File: config.mk
export PLATFORM = sky130hd
export DESIGN_NAME = apb_bridge_arbiter
export DESIGN_NICKNAME = d
export VERILOG_FILES = /design/src/rtl/apb_bridge_arbiter.sv
export SDC_FILE = /design/constraint.sdc
export NUM_CORES = 1
export LEC_CHECK = 0
export BUFFER_PORTS_ARGS = -buffer_cell sky130_fd_sc_hd__buf_2
export CAP_MARGIN = 25
export CORE_UTILIZATION = 40
export DETAILED_ROUTE_END_ITERATION = 16
export MAX_ROUTING_LAYER = met4
export PLACE_DENSITY = 0.62
export SYNTH_ARGS = -nofsm -noshare
export SYNTH_HDL_FRONTEND = slang
export SYNTH_SLANG_ARGS = --single-unit
File: constraint.sdc
create_clock -name Hclk -period 2.45 [get_ports Hclk]
set_input_delay 0.1225 -clock Hclk [delete_from_list [all_inputs] [get_ports Hclk]]
set_output_delay 0.1225 -clock Hclk [all_outputs]
set_load 0.01 [all_outputs]
File: src/rtl/apb_bridge_arbiter.sv
// -----------------------------------------------------------------------------
// apb_bridge_arbiter
//
// Round-robin arbiter that lets NUM_REQ AHB requesters share a single APB
// bridge. An unlocked owner (OWN) keeps the bridge for at most MAX_BEATS
// completed beats while anyone else is waiting. A locked owner (LOCKED) keeps
// it until it drops its request on a completed beat. Hand-over to the next
// requester happens on the release edge itself, with no idle cycle between
// owners.
//
// Ports
//   Hclk        in   clock, all state updates on the rising edge
//   Hresetn     in   asynchronous active-low reset
//   Hbusreq     in   per-requester bus request (bit i = requester i)
//   Hlock       in   per-requester lock request, sampled only when granting
//   Hreadyout   in   bridge beat-complete strobe, one beat per high cycle
//   Hgrant      out  registered one-hot grant, zero when idle
//   Hmaster     out  registered index of the granted requester, 0 when idle
//   Hmastlock   out  registered, high while the current grant is locked
//   Hsel_valid  out  registered, high whenever Hgrant is non-zero
// -----------------------------------------------------------------------------
module apb_bridge_arbiter #(
    parameter int NUM_REQ   = 4,
    parameter int MAX_BEATS = 8
) (
    input  logic                       Hclk,
    input  logic                       Hresetn,
    input  logic [NUM_REQ-1:0]         Hbusreq,
    input  logic [NUM_REQ-1:0]         Hlock,
    input  logic                       Hreadyout,
    output logic [NUM_REQ-1:0]         Hgrant,
    output logic [$clog2(NUM_REQ)-1:0] Hmaster,
    output logic                       Hmastlock,
    output logic                       Hsel_valid
);

    localparam int         IW         = $clog2(NUM_REQ);
    localparam logic [3:0] BEAT_LIMIT = 4'(MAX_BEATS - 1);

    typedef enum logic [1:0] {
        IDLE,
        OWN,
        LOCKED
    } state_e;

    state_e             state_q;
    logic [NUM_REQ-1:0] grant_q;
    logic [IW-1:0]      master_q;
    logic [IW-1:0]      last_owner_q;
    logic               mastlock_q;
    logic               sel_valid_q;
    logic [3:0]         beat_q;

    logic [NUM_REQ-1:0] rr_req;
    logic [NUM_REQ-1:0] rr_onehot;
    logic [IW-1:0]      rr_idx;
    logic [IW-1:0]      rr_cand;
    logic               rr_found;
    logic               owner_req;
    logic               others_req;
    logic               release_grant;

    // Round-robin search and release decision.
    always_comb begin
        // NOTE: every signal written here gets a default first, so no path can
        // leave a value unassigned and infer a latch.
        rr_found  = 1'b0;
        rr_idx    = '0;
        rr_cand   = '0;
        rr_onehot = '0;

        // While someone owns the bridge the current owner is excluded, so a
        // release always hands over to a different requester (or to IDLE).
        rr_req = (state_q == IDLE) ? Hbusreq : (Hbusreq & ~grant_q);

        // Search starts one past the last owner and wraps; the first hit wins.
        for (int i = 1; i <= NUM_REQ; i++) begin
            rr_cand = last_owner_q + IW'(i);
            if (!rr_found && rr_req[rr_cand]) begin
                rr_found = 1'b1;
                rr_idx   = rr_cand;
            end
        end
        rr_onehot[rr_idx] = 1'b1;

        owner_req  = |(Hbusreq & grant_q);
        others_req = |(Hbusreq & ~grant_q);

        // Releases only ever happen on a completed beat. The beat limit only
        // forces a hand-over for unlocked owners with someone else waiting.
        release_grant = Hreadyout &&
                        (!owner_req ||
                         (state_q == OWN && beat_q == BEAT_LIMIT && others_req));
    end

    // NOTE: sequential state uses non-blocking assignments only, so every
    // register samples the pre-edge values of the others.
    always_ff @(posedge Hclk or negedge Hresetn) begin
        if (!Hresetn) begin
            state_q      <= IDLE;
            grant_q      <= '0;
            master_q     <= '0;
            mastlock_q   <= 1'b0;
            sel_valid_q  <= 1'b0;
            beat_q       <= '0;
            // Pointing at the highest index makes requester 0 win first.
            last_owner_q <= IW'(NUM_REQ - 1);
        end else begin
            unique case (state_q)
                IDLE: begin
                    if (rr_found) begin
                        state_q      <= Hlock[rr_idx] ? LOCKED : OWN;
                        grant_q      <= rr_onehot;
                        master_q     <= rr_idx;
                        mastlock_q   <= Hlock[rr_idx];
                        sel_valid_q  <= 1'b1;
                        beat_q       <= '0;
                        last_owner_q <= rr_idx;
                    end
                end

                OWN, LOCKED: begin
                    if (release_grant) begin
                        if (rr_found) begin
                            state_q      <= Hlock[rr_idx] ? LOCKED : OWN;
                            grant_q      <= rr_onehot;
                            master_q     <= rr_idx;
                            mastlock_q   <= Hlock[rr_idx];
                            sel_valid_q  <= 1'b1;
                            last_owner_q <= rr_idx;
                        end else begin
                            state_q     <= IDLE;
                            grant_q     <= '0;
                            master_q    <= '0;
                            mastlock_q  <= 1'b0;
                            sel_valid_q <= 1'b0;
                        end
                        beat_q <= '0;
                    end else if (state_q == OWN && Hreadyout &&
                                 beat_q != BEAT_LIMIT) begin
                        // Locked owners are not beat-limited, so only count in OWN.
                        beat_q <= beat_q + 4'd1;
                    end
                end

                default: begin
                    state_q     <= IDLE;
                    grant_q     <= '0;
                    master_q    <= '0;
                    mastlock_q  <= 1'b0;
                    sel_valid_q <= 1'b0;
                    beat_q      <= '0;
                end
            endcase
        end
    end

    assign Hgrant     = grant_q;
    assign Hmaster    = master_q;
    assign Hmastlock  = mastlock_q;
    assign Hsel_valid = sel_valid_q;

endmodule

# Word level (Yosys, flattened, before mapping)

Cells that the tools add are included.

Output and inout port bits: 8
Flip-flop bits (word level): 16
Bits of input ports: 11

Multiplexer cells: 49
Order comparisons: 6
Equality and inequality tests: 7
Add/sub/neg operators: 4
Bitwise logic cells: 3
Reductions and logical operators: 22

Operators by type and width:

| cell                                                                          | number |
|---|---|
| 4-bit two-way mux                                                             | 7 |
| 2-bit two-way mux                                                             | 13 |
| 1-bit two-way mux                                                             | 16 |
| 4-bit case mux with 2 select lines                                            | 2 |
| 2-bit by 3-bit less-than comparator with 1-bit output (second input constant) | 5 |
| 2-bit case mux with 2 select lines                                            | 3 |
| 1-bit binary-select mux with 2-bit select                                     | 5 |
| 1-bit logical AND                                                             | 9 |
| 4-bit bitwise AND                                                             | 2 |
| 4-bit OR reduction                                                            | 2 |
| 2-bit AND reduction                                                           | 3 |
| 2-bit adder (second input constant)                                           | 2 |
| 4-bit by 1-bit adder with 4-bit output (second input constant)                | 1 |
| 4-bit by 3-bit == test with 1-bit output (second input constant)              | 1 |
| 1-bit zero test                                                               | 4 |
| 2-bit inequality test (second input constant)                                 | 2 |
| 4-bit by 3-bit inequality test with 1-bit output (second input constant)      | 1 |
| 4-bit inverter                                                                | 1 |
| 1-bit case mux with 2 select lines                                            | 2 |
| 3-bit inequality test (second input constant)                                 | 1 |
| 2-bit by 1-bit adder with 2-bit output (second input constant)                | 1 |
| 1-bit demux with 2-bit select                                                 | 1 |
| 2-bit by 1-bit == test with 1-bit output (second input constant)              | 1 |
| 2-bit == test (second input constant)                                         | 1 |
| 5 further kinds                                                               | 5 |

# Longest topological paths before layout

Gate-level depths: netlist of run 1.

Word-level depth: 22
Gate-level depth with buffers: 10
Mapped depth without buffers: 9

# Worst setup path after synthesis of run 1

Ideal clock, no wire load.

Kind: register -> register
Start: register last_owner_q[0]
End: register state_q[1]
Slack: 0.410 ns
Arrival time: 1.974 ns
Setup time: 0.066 ns
Path buffers: 2
Clock period less this slack: 2.040 ns
Cell stages (with the launch flop): 9
Cell sequence: dfstp_2 > buf_6 > buf_6 > mux2i_1 > o221ai_1 > a21o_1 > a32oi_4 > mux2i_1 > a22o_1

Cells in the longest elaborated chain, start to end: 19
Elaborated cells between the ends (all ways): 34
Classes of those cells: 3 x add/sub; 1 x eq/ne; 23 x mux; 7 x reduce/logical

Ends and longest elaborated chain:

| what                                      | RTL line | RTL |
|---|---|---|
| start: declaration                        | 49       | `logic [IW-1:0] last_owner_q;` |
| start signal: assignment                  | 107      | `last_owner_q <= IW'(NUM_REQ - 1);` |
| start signal: assignment                  | 118      | `last_owner_q <= rr_idx;` |
| start signal: assignment                  | 130      | `last_owner_q <= rr_idx;` |
| 2-bit by 1-bit adder with 2-bit output    | 78       | `rr_cand = last_owner_q + IW'(i);` |
| 1-bit binary-select mux with 2-bit select | 79       | `if (!rr_found && rr_req[rr_cand]) begin` |
| 1-bit two-way mux (not written as such)   | 79       |  |
| 1-bit two-way mux                         | 79       |  |
| 1-bit zero test                           | 79       |  |
| 1-bit logical AND                         | 79       |  |
| 1-bit two-way mux                         | 79       |  |
| 1-bit zero test                           | 79       |  |
| [... 3 more ...]                          | -        |  |
| 1-bit logical AND                         | 79       |  |
| 2-bit two-way mux                         | 79       |  |
| 1-bit binary-select mux with 2-bit select | 112, 125 |  |
| 1-bit two-way mux (not written as such)   | 112, 125 |  |
| 2-bit two-way mux                         | 112, 125 |  |
| 2-bit two-way mux                         | 124      | `if (rr_found) begin` |
| 2-bit two-way mux                         | 123      | `if (release_grant) begin` |
| 2-bit case mux with 2 select lines        | 109      | `unique case (state_q)` |
| end signal: assignment                    | 112      | `state_q <= Hlock[rr_idx] ? LOCKED : OWN;` |
| end signal: assignment                    | 125      | `state_q <= Hlock[rr_idx] ? LOCKED : OWN;` |
| end: declaration                          | 46       | `state_e state_q;` |

Several ways; a longest one is shown, not always the timed one. The select of a mux whose other input is x is not followed.
A chain may end at the register's enable or synchronous reset.

# Worst setup path after layout of run 1

Ends and elaborated chain as after synthesis.

==> results of run 1 <==
## state kept, by name, summed over array words and instances (netlist names)
name / count
Hgrant: 4
Hmaster: 2
Hsel_valid: 1
beat_q: 4
last_owner_q: 2
state_q: 2
## power by group
group	internal [mW]	switching [mW]	total (mW)
Clock	0.0632	0.0769	0.140
Sequential	0.351	0.0934	0.444
Combinational	0.567	0.666	1.23
## Yosys cell counts, types with 2 or more instances
master	count	area, um^2
nor2_1	5	18.8
a21o_1	2	15.0
o221ai_1	3	26.3
buf_6	4	45.0
nor4_1	2	12.5
mux2i_1	6	60.1
nor3_1	2	10.0
a211oi_1	2	15.0
nand2_1	18	67.6
inv_1	7	26.3
dfstp_2	2	52.6
nand4_1	3	18.8
a22oi_1	2	15.0
o21ai_0	7	35.0
nand2b_1	7	43.8
and3_1	2	12.5
a22o_1	2	17.5
ha_1	4	50.1
mux2_2	2	22.5
nand3_1	5	25.0
and2_1	3	18.8
a21oi_1	2	10.0
dfrtp_1	13	325
a32o_1	4	40.0
## per-stage QoR
step / utilization, % / worst slack [ns] / cell area, um^2
floorplan: - / 0.410 / 1200
global placement: 47.1 / 0.164 / 1320
detailed placement: 47.1 / 0.133 / 1320
CTS: 48.4 / 0.103 / 1360
global route: 48.6 / 0.0429 / 1360
finish: 48.6 / 0.136 / 1360
## critical path, stage by stage (launching register included)
cell and delay, ns:
dfstp_2 0.65, buf_4 0.22, mux2i_1 0.10, o22ai_2 0.22
o221ai_1 0.15, a21o_1 0.22, a32oi_4 0.26, mux2i_2 0.29
a22o_1 0.15
## cells by family (layout without fill, tap and decap cells)
kind of cell	Yosys count	count (layout)	share of synthesized area [%]
AOI/OAI and AO/OA	36	36	25.0
xor gates and xnor gates	1	1	0.729
adders and majority gates	4	4	4.16
buffers and inverters	12	36	6.76
DFF	15	15	31.4
muxes	8	8	6.87
and+or+nand+nor	54	54	25.1
## path summary, 6_finish.rpt
check / from / endpoint / slack, ns / depth (start not counted)
hold / removal: Hreadyout / beat_q[3] / 0.21 / 4
hold reg to reg: Hmaster[1] / Hmaster[1] / 0.49 / 2
setup reg to reg: last_owner_q[0] / state_q[1] / 0.14 / 8
setup / recovery: last_owner_q[0] / state_q[1] / 0.14 / 8
min in group asynchronous: Hresetn / beat_q[0] / 0.26 / 2
max in group asynchronous: Hresetn / last_owner_q[1] / 1.88 / 2
## routing by layer
layer / vias up / GRT usage [%]
met2: 33 / 28.9
met5: - / -
li1: 531 / -
met3: 6 / 3.23
met1: 518 / 26.3
met4: 0 / 8.36
## area by class of cell
class,instances,area share [%]
multi-input combinational,103,55.0
sequential,15,27.7
timing repair buffer,25,10.6
tap,31,2.84
clock buffer,4,1.93
inverter,7,1.93
## what timing repair did
item | in CTS | in global routing
resized for setup | 0 | 2
hold buffers | 1 | 0
endpoints found under the hold margin | 13 | 0
setup endpoints to repair | 0 | 2
==> flow_metrics.tcl, run 1 <==
set metrics [dict create \
    outcome "finished, violations left" \
    violations "design-rule violations" \
    wire_per_inst_um 14.8 \
    hp-class "in2reg" \
    whs_ns 0.212 \
    cts_setup_buffers 0 \
    maxCapViolations 0 \
    cp_max_fo 9 \
    n_fill_cell 269 \
    multi_input_area_um2 749 \
    finalNetCount 170 \
    crit_arrival_ns 2.54 \
    grt_pass1_wl_um 4790 \
    syn-num-nets 145 \
    worst_setup_path_end_kind "flop" \
    final_cell_mix "nand2_1, buf_2, dfrtp_1" \
    cts_tree "yes" \
    yosys_warnings 0 \
    top_layer "met4" \
    start_kind "flop" \
    synthCells 130 \
    overflow 0 \
    clk_latency_ns 0.28 \
    hold_violations 0 \
    initialDrtViolationCount 59 \
    required_ns 2.68 \
    antenna_left 0 \
    ioPinCount 19 \
    finalWirelength_um 2730 \
    globalRouteTotalUtil_pct 19.5 \
    routed-wl-met3_um 126 \
    dr_total_vias 1088 \
    grt_max_degree 16 \
    clock-root-buffer "clkbuf_4" \
    ys_seq_elements 15 \
    final_max_slew_viol_count 0 \
    drc 4 \
    htreeDepth 1 \
    die_h_um 56.8 \
    ir_worst_vdd_v 0.000686 \
    fin_crit_sh_pct 94.4 \
    synth.cell_area_um2 1200 \
    synth_enable_flop_cells 0 \
    tightest_slew_ns 0.387 \
    p_per_area_nw_per_um2 1330 \
    coreArea_um2 2810 \
    cts_buffers 3 \
    total_power_mw 1.82 \
    worstSetupPathType "reg2reg" \
    start_util_pct 42.9 \
    max_slew_margin_pct 74.2 \
    fin_cells 185 \
    dr_wl_met2_um 1230 \
    area.sequential_um2 378 \
    diodes 0 \
    grt_pass1_vias 1064 \
    clockBufferDepth 2 \
    synth.distinct_cells 45 \
    port_buffers 18 \
    grt_setup_unrepaired "false" \
    fmax_mhz 432 \
    antenna_found_initial 0 \
    fp-row-count 19 \
    avgSynthCellArea_um2 9.25 \
    dp_hpwl_um 2150 \
    setup_viol 0 \
    drtPass1Iterations 10 \
    met1Wirelength_um 1330 \
    area_growth_syn_to_layout_pct 13.4 \
    fin_crit_ns 2.31 \
    die_x_um 56.8 \
    die_area_um2 3230 \
    drt-vias-per-instance 5.88 \
    clkSinkCount 15 \
    layout-drive-gt1-share_pct 29.9 \
    leakage_nw 0.631 \
    fin_setup_tns_ns 0 \
    synthArstFlopShare_pct 100 \
    ys.flop_type "dfrtp_1" \
    gp_congestion 0.923 \
    clk_pin_slew_worst_paths_ns 0.09 \
    dp_cells 180 \
    skew_ns 0.00815 \
    yosysSeqAreaShare_pct 31.4 \
]
No activity file was read; power rests on OpenSTA's default activity.
==> run 2: changes to the inputs <==
--- a/config.mk
+++ b/config.mk
@@ -5,12 +5,13 @@
 export SDC_FILE = /design/constraint.sdc
 export NUM_CORES = 1
 export LEC_CHECK = 0
+export ABC_AREA = 1
 export BUFFER_PORTS_ARGS = -buffer_cell sky130_fd_sc_hd__buf_2
 export CAP_MARGIN = 25
-export CORE_UTILIZATION = 40
+export CORE_UTILIZATION = 30
 export DETAILED_ROUTE_END_ITERATION = 16
 export MAX_ROUTING_LAYER = met4
-export PLACE_DENSITY = 0.62
+export PLACE_DENSITY = 0.5
 export SYNTH_ARGS = -nofsm -noshare
 export SYNTH_HDL_FRONTEND = slang
 export SYNTH_SLANG_ARGS = --single-unit
==> flow_metrics.tcl, run 2 <==
set metrics [dict create \
    worstSetupPathType "reg2reg" \
    whs_endpoint "state_q[1]" \
    clk_pin_slew_worst_paths_ns 0.06 \
    grt_pass1_vias 1056 \
    layout-drive-gt1-share_pct 23.8 \
    finalWirelength_um 2820 \
    hold_violations 0 \
    coreArea_um2 3720 \
    grt_max_degree 16 \
    power.switching_mw 1.22 \
    setup_viol 0 \
    critPathBufInv 2 \
    clk_latency_ns 0.25 \
    synth_compound_area_share_pct 8.41 \
    required_ns 2.63 \
    avgSynthCellArea_um2 6.87 \
    combPwrFrac_pct 70.0 \
    drtPass1Iterations 4 \
    grt_setup_unrepaired "false" \
    fp-row-count 22 \
    final_max_slew_viol_count 0 \
    start_util_pct 31.6 \
    synthCells 171 \
    clkPwrFrac_pct 9.2 \
    cp_slowest_cell "dfrtp_1" \
    synth.distinct_cells 24 \
    reg2reg_slack_ns 0.32 \
    drt-vias-per-instance 4.83 \
    fmax_mhz 470 \
    hp-start "Hlock[2]" \
    gp_congestion 0.951 \
    die_x_um 64.6 \
    yosys_warnings 0 \
    busiest_layer "met2" \
    dp_hpwl_um 2260 \
    ys_seq_elements 15 \
    crit_arrival_ns 2.31 \
    crit_top_cell "nand3_1" \
    layout_commonest_cell "nand2_1" \
    ff2ff_path_depth 12 \
    start_kind "flop" \
    ctsResizeCount 0 \
    fin_setup_tns_ns 0 \
    cts_buffers 3 \
    synthAdderAreaFrac_pct 4.26 \
    syn-num-nets 186 \
    htreeDepth 1 \
    ir_worst_vdd_v 0.000764 \
    hold_path_depth 5 \
    worst_setup_path_end_kind "flop" \
    overflow 0 \
    final_cell_area_um2 1370 \
    ys_top_cells_by_area "dfrtp_1, nand2_1, nand3_1" \
    yosysMostFrequentCell "nand2_1" \
    antenna_left 0 \
    final_cell_mix "nand2_1, nand3_1, buf_2" \
    synth-xor-area-share_pct 0.745 \
    die_h_um 64.6 \
    synth.cell_area_um2 1170 \
    outcome "finished clean" \
    clkSinkCount 15 \
    netSwitchingFraction_pct 54.7 \
    die_area_um2 4170 \
    globalRouteTotalUtil_pct 15.2 \
    whs_ns 0.249 \
    skew_ns 0.00132 \
    r2r-start "state_q[1]" \
    finalNetCount 209 \
    cts_setup_buffers 0 \
    antenna_found_initial 0 \
    utilization_pct 36.9 \
    grt_pass1_wl_um 4780 \
    grt_use_met1_pct 19.1 \
    cp_cell_sequence "inv_1 -> ha_1 -> nand2_1 -> nand3_1 -> nand3_1 -> o21ai_1 -> inv_2 -> nand3_4 -> nand3_4 -> nor2_4 -> nand3_1 -> o21ai_1" \
    leakage_nw 0.726 \
    ys.flop_type "dfrtp_1" \
    hp-class "in2reg" \
    fin_crit_ns 2.13 \
    cp.depth 12 \
    ioPinCount 19 \
    maxCapViolations 0 \
    yosysSeqAreaShare_pct 32.2 \
    tightest_slew_ns 0.354 \
    yosys.area_share.simple_pct 47.5 \
    wire_per_inst_um 11.7 \
    p_seq_share_pct 20.8 \
    synth_enable_flop_cells 0 \
    synth_top_family_by_area "simple AND/OR/NAND/NOR gates" \
    r2r_end "Hgrant[1]" \
    p_per_area_nw_per_um2 1630 \
    clockBufferDepth 2 \
    synth_area_leader_cell "dfrtp_1" \
    cp_max_fo 8 \
    cts_tree "yes" \
    slowest_delay_ns 0.41 \
    fin_crit_sh_pct 86.9 \
    max_slew_margin_pct 76.4 \
    netlist.area_leader.share_pct 27.7 \
    grtUsageMet2_pct 24.3 \
    drc 0 \
    diodes 0 \
    ys_top_cells_by_count "nand2_1, nand3_1, dfrtp_1, inv_1, o21ai_0" \
    synthMuxAreaShare_pct 0 \
    dr_total_vias 1165 \
    synthArstFlopShare_pct 100 \
    dpl_cell_area_um2 1320 \
    path_delay_family "simple AND/OR/NAND/NOR gates" \
    initialDrtViolationCount 38 \
    area_growth_syn_to_layout_pct 16.8 \
    p_int_mw 1.01 \
    grt_use_met3_pct 3.52 \
    clock-root-buffer "clkbuf_8" \
    port_buffers 18 \
]
-- run 2: changes by cell type after synthesis, moves of 5 or more --
cell	previous run	this run
nand3_1	5	32
nand2b_1	7	0
inv_2	0	6
mux2i_1	6	0
inv_1	7	12
nand2_1	18	63
o21ai_1	1	6
-- run 2: layer usage --
metal	share of wire [%]	vias to the layer above
met5	0	-
met1	50	526
li1	-	607
met4	0.60	0
met3	5.6	2
met2	44	30
-- run 2: cell type report --
| class | instances | area, um^2 |
|---|---|---|
| Clock buffer | 4 | 45.0 |
| Fill cell | 419 | 2340 |
| Inverter | 19 | 73.8 |
| Multi-Input combinational cell | 136 | 716 |
| Sequential cell | 15 | 378 |
| Tap cell | 48 | 60.1 |
| Timing Repair Buffer | 19 | 100 |
-- run 2: power by group through the flow --
stage | sequential [mW] | clock [mW] | combinational, mW
6_report | 0.465 | 0.205 | 1.56
5_1_grt | 0.479 | 0.223 | 1.79
4_1_cts | 0.465 | 0.211 | 1.58
3_5_place_dp | 0.467 | 0 | 1.57
3_3_place_gp | 0.461 | 0 | 1.56
2_1_floorplan | 0.449 | 0 | 1.24
-- run 2: per-stage QoR --
step / total power [mW] / cells / setup slack [ns]
floorplan: 1.69 / 171 / 0.577
global placement: 2.02 / 236 / 0.394
detailed placement: 2.03 / 236 / 0.349
CTS: 2.25 / 241 / 0.325
global route: 2.49 / 241 / 0.113
finish: 2.23 / 241 / 0.320
-- run 2: cell families after synthesis --
kind of cell / count (synthesis)
flip-flops: 15
AO/OA/AOI/OAI: 17
adder cells (fa/ha/maj): 4
buffers and inverters: 20
AND/OR/NAND/NOR: 114
XOR/XNOR: 1
-- run 2: worst max-delay path by stage --
| stage | startpoint | slack (ns) | end |
|---|---|---|---|
| 4_1_cts | state_q[1] | 0.32 | Hgrant[0] |
| 6_report | state_q[1] | 0.32 | Hgrant[1] |
| 3_5_place_dp | state_q[1] | 0.35 | Hgrant[0] |
| 3_3_place_gp | state_q[1] | 0.39 | Hgrant[0] |
| 5_1_grt | state_q[1] | 0.11 | Hgrant[2] |
| 2_1_floorplan | state_q[1] | 0.58 | state_q[0] |
-- run 2: timing repair --
action                                 in CTS  in global routing
endpoints found under the hold margin      13                  0
setup endpoints to repair                   0                  0
hold buffers                                1                  0
-- run 2: tightest hold or removal path, stage by stage --
cell	delay [ns]
buf_2	0.09
nand2_1	0.05
nand3_1	0.06
nand3_1	0.08
nand2_1	0.07
==> run 3: changes to the inputs <==
--- a/config.mk
+++ b/config.mk
@@ -8,9 +8,9 @@
 export ABC_AREA = 1
 export BUFFER_PORTS_ARGS = -buffer_cell sky130_fd_sc_hd__buf_2
 export CAP_MARGIN = 25
+export CORE_MARGIN = 5
 export CORE_UTILIZATION = 30
 export DETAILED_ROUTE_END_ITERATION = 16
-export MAX_ROUTING_LAYER = met4
 export PLACE_DENSITY = 0.5
 export SYNTH_ARGS = -nofsm -noshare
 export SYNTH_HDL_FRONTEND = slang
==> flow_metrics.tcl, run 3 (synthesis results as in run 2) <==
set metrics [dict create \
    hold_violations 0 \
    fp-row-count 22 \
    maxCapViolations 0 \
    cts_buffers 3 \
    n_fill_cell 398 \
    globalRouteTotalUtil_pct 11.4 \
    outcome "finished clean" \
    wire_per_inst_um 11.4 \
    cts_tree "yes" \
    clock-root-buffer "clkbuf_8" \
    fin_cells 241 \
    dp_hpwl_um 2230 \
    final_cell_mix "nand2_1, nand3_1, buf_2" \
    antenna_found_initial 0 \
    multi_input_area_um2 716 \
    drt-vias-per-instance 4.80 \
    dpl_cell_area_um2 1320 \
    required_ns 2.63 \
    fmax_mhz 478 \
    setup_viol 0 \
    start_kind "flop" \
    ir_worst_vdd_v 0.000689 \
    port_buffers 18 \
    layout-drive-gt1-share_pct 24.4 \
    p_per_area_nw_per_um2 1620 \
    htreeDepth 1 \
    antenna_left 0 \
    hold_path_depth 5 \
    ioPinCount 19 \
    die_x_um 72.6 \
    drc 0 \
    grt_pass1_vias 1112 \
    final_max_slew_viol_count 0 \
    finalWirelength_um 2740 \
    leakage_nw 0.728 \
    worstSetupPathType "reg2reg" \
    diodes 0 \
    fin_crit_sh_pct 85.3 \
    worst_setup_path_end_kind "flop" \
    crit_arrival_ns 2.27 \
    clk_pin_slew_worst_paths_ns 0.07 \
    grt_max_degree 16 \
    hp-class "in2reg" \
    grt_pass1_wl_um 4860 \
    area.sequential_um2 378 \
    reg2reg_slack_ns 0.36 \
    layout_commonest_cell "nand2_1" \
    tightest_slew_ns 0.349 \
    die_h_um 72.6 \
    start_util_pct 31.6 \
    dp_cells 236 \
    overflow 0 \
    whs_ns 0.241 \
    finalNetCount 209 \
    cp_max_fo 8 \
    initialDrtViolationCount 135 \
    drtPass1Iterations 4 \
    skew_ns 0.0113 \
    fin_crit_ns 2.09 \
    dr_total_vias 1158 \
    clockBufferDepth 2 \
    clkSinkCount 15 \
    clk_latency_ns 0.25 \
    fin_setup_tns_ns 0 \
    coreArea_um2 3720 \
    grt_setup_unrepaired "false" \
    die_area_um2 5270 \
    gp_congestion 0.940 \
    ff2ff_path_depth 12 \
    area_growth_syn_to_layout_pct 16.9 \
    final_cell_area_um2 1370 \
    max_slew_margin_pct 76.8 \
]
## run 3: worst max-delay path, stage by stage, from the launching register on
cell and delay [ns]:
dfrtp_1 0.41, inv_1 0.09, ha_1 0.25, nand2_1 0.10
nand3_1 0.14, nand3_1 0.13, o21ai_1 0.16, inv_2 0.07
nand3_4 0.14, nand3_4 0.12, nor2_4 0.19, nand3_1 0.13
o21ai_1 0.09
## run 3: final cells by class
cell class | count | share of cell area (%)
well taps | 48 | 4.37
clock buffers | 3 | 3.01
multi-input cells | 136 | 52.1
flip-flops and latches | 15 | 27.5
inverters | 19 | 5.37
repair buffers | 19 | 7.29
clock inverters | 1 | 0.364
## run 3: path summary, 6_finish.rpt
check,from,endpoint
worst max-delay path,state_q[1],Hgrant[1]
worst min-delay path,Hlock[2],state_q[1]
worst max register to register,state_q[1],Hgrant[1]
worst min register to register,Hsel_valid,Hsel_valid
max in group asynchronous,Hresetn,last_owner_q[0]
min in group asynchronous,Hresetn,beat_q[2]
## run 3: power breakdown
group | internal, mW | switching [mW] | leakage [nW]
Sequential | 0.368 | 0.0953 | 0.192
Clock | 0.113 | 0.0886 | 0.0255
Combinational | 0.527 | 1.03 | 0.511
## run 3: timing repair
| action | CTS | global route |
|---|---|---|
| hold buffers | 1 | 0 |
| setup buffers | 0 | 0 |
| gates resized for setup | 0 | 0 |
| hold endpoints to repair | 13 | 0 |
## run 3: metal layers
metal / vias to the layer above / global-route usage (%) / part of all wire [%]
li1: 604 / - / -
met1: 517 / 16.4 / 52
met2: 37 / 16.1 / 41
met3: 0 / 4.27 / 7.5
met4: 0 / 2.05 / 0
met5: - / 0 / 0
## run 3: through the flow
stage	utilization [%]	power (mW)	worst slack, ns
floorplan	-	1.69	0.577
global placement	35.5	2.02	0.368
detailed placement	35.5	2.02	0.371
CTS	37.0	2.24	0.357
global route	37.0	2.49	0.0927
finish	37.0	2.22	0.360
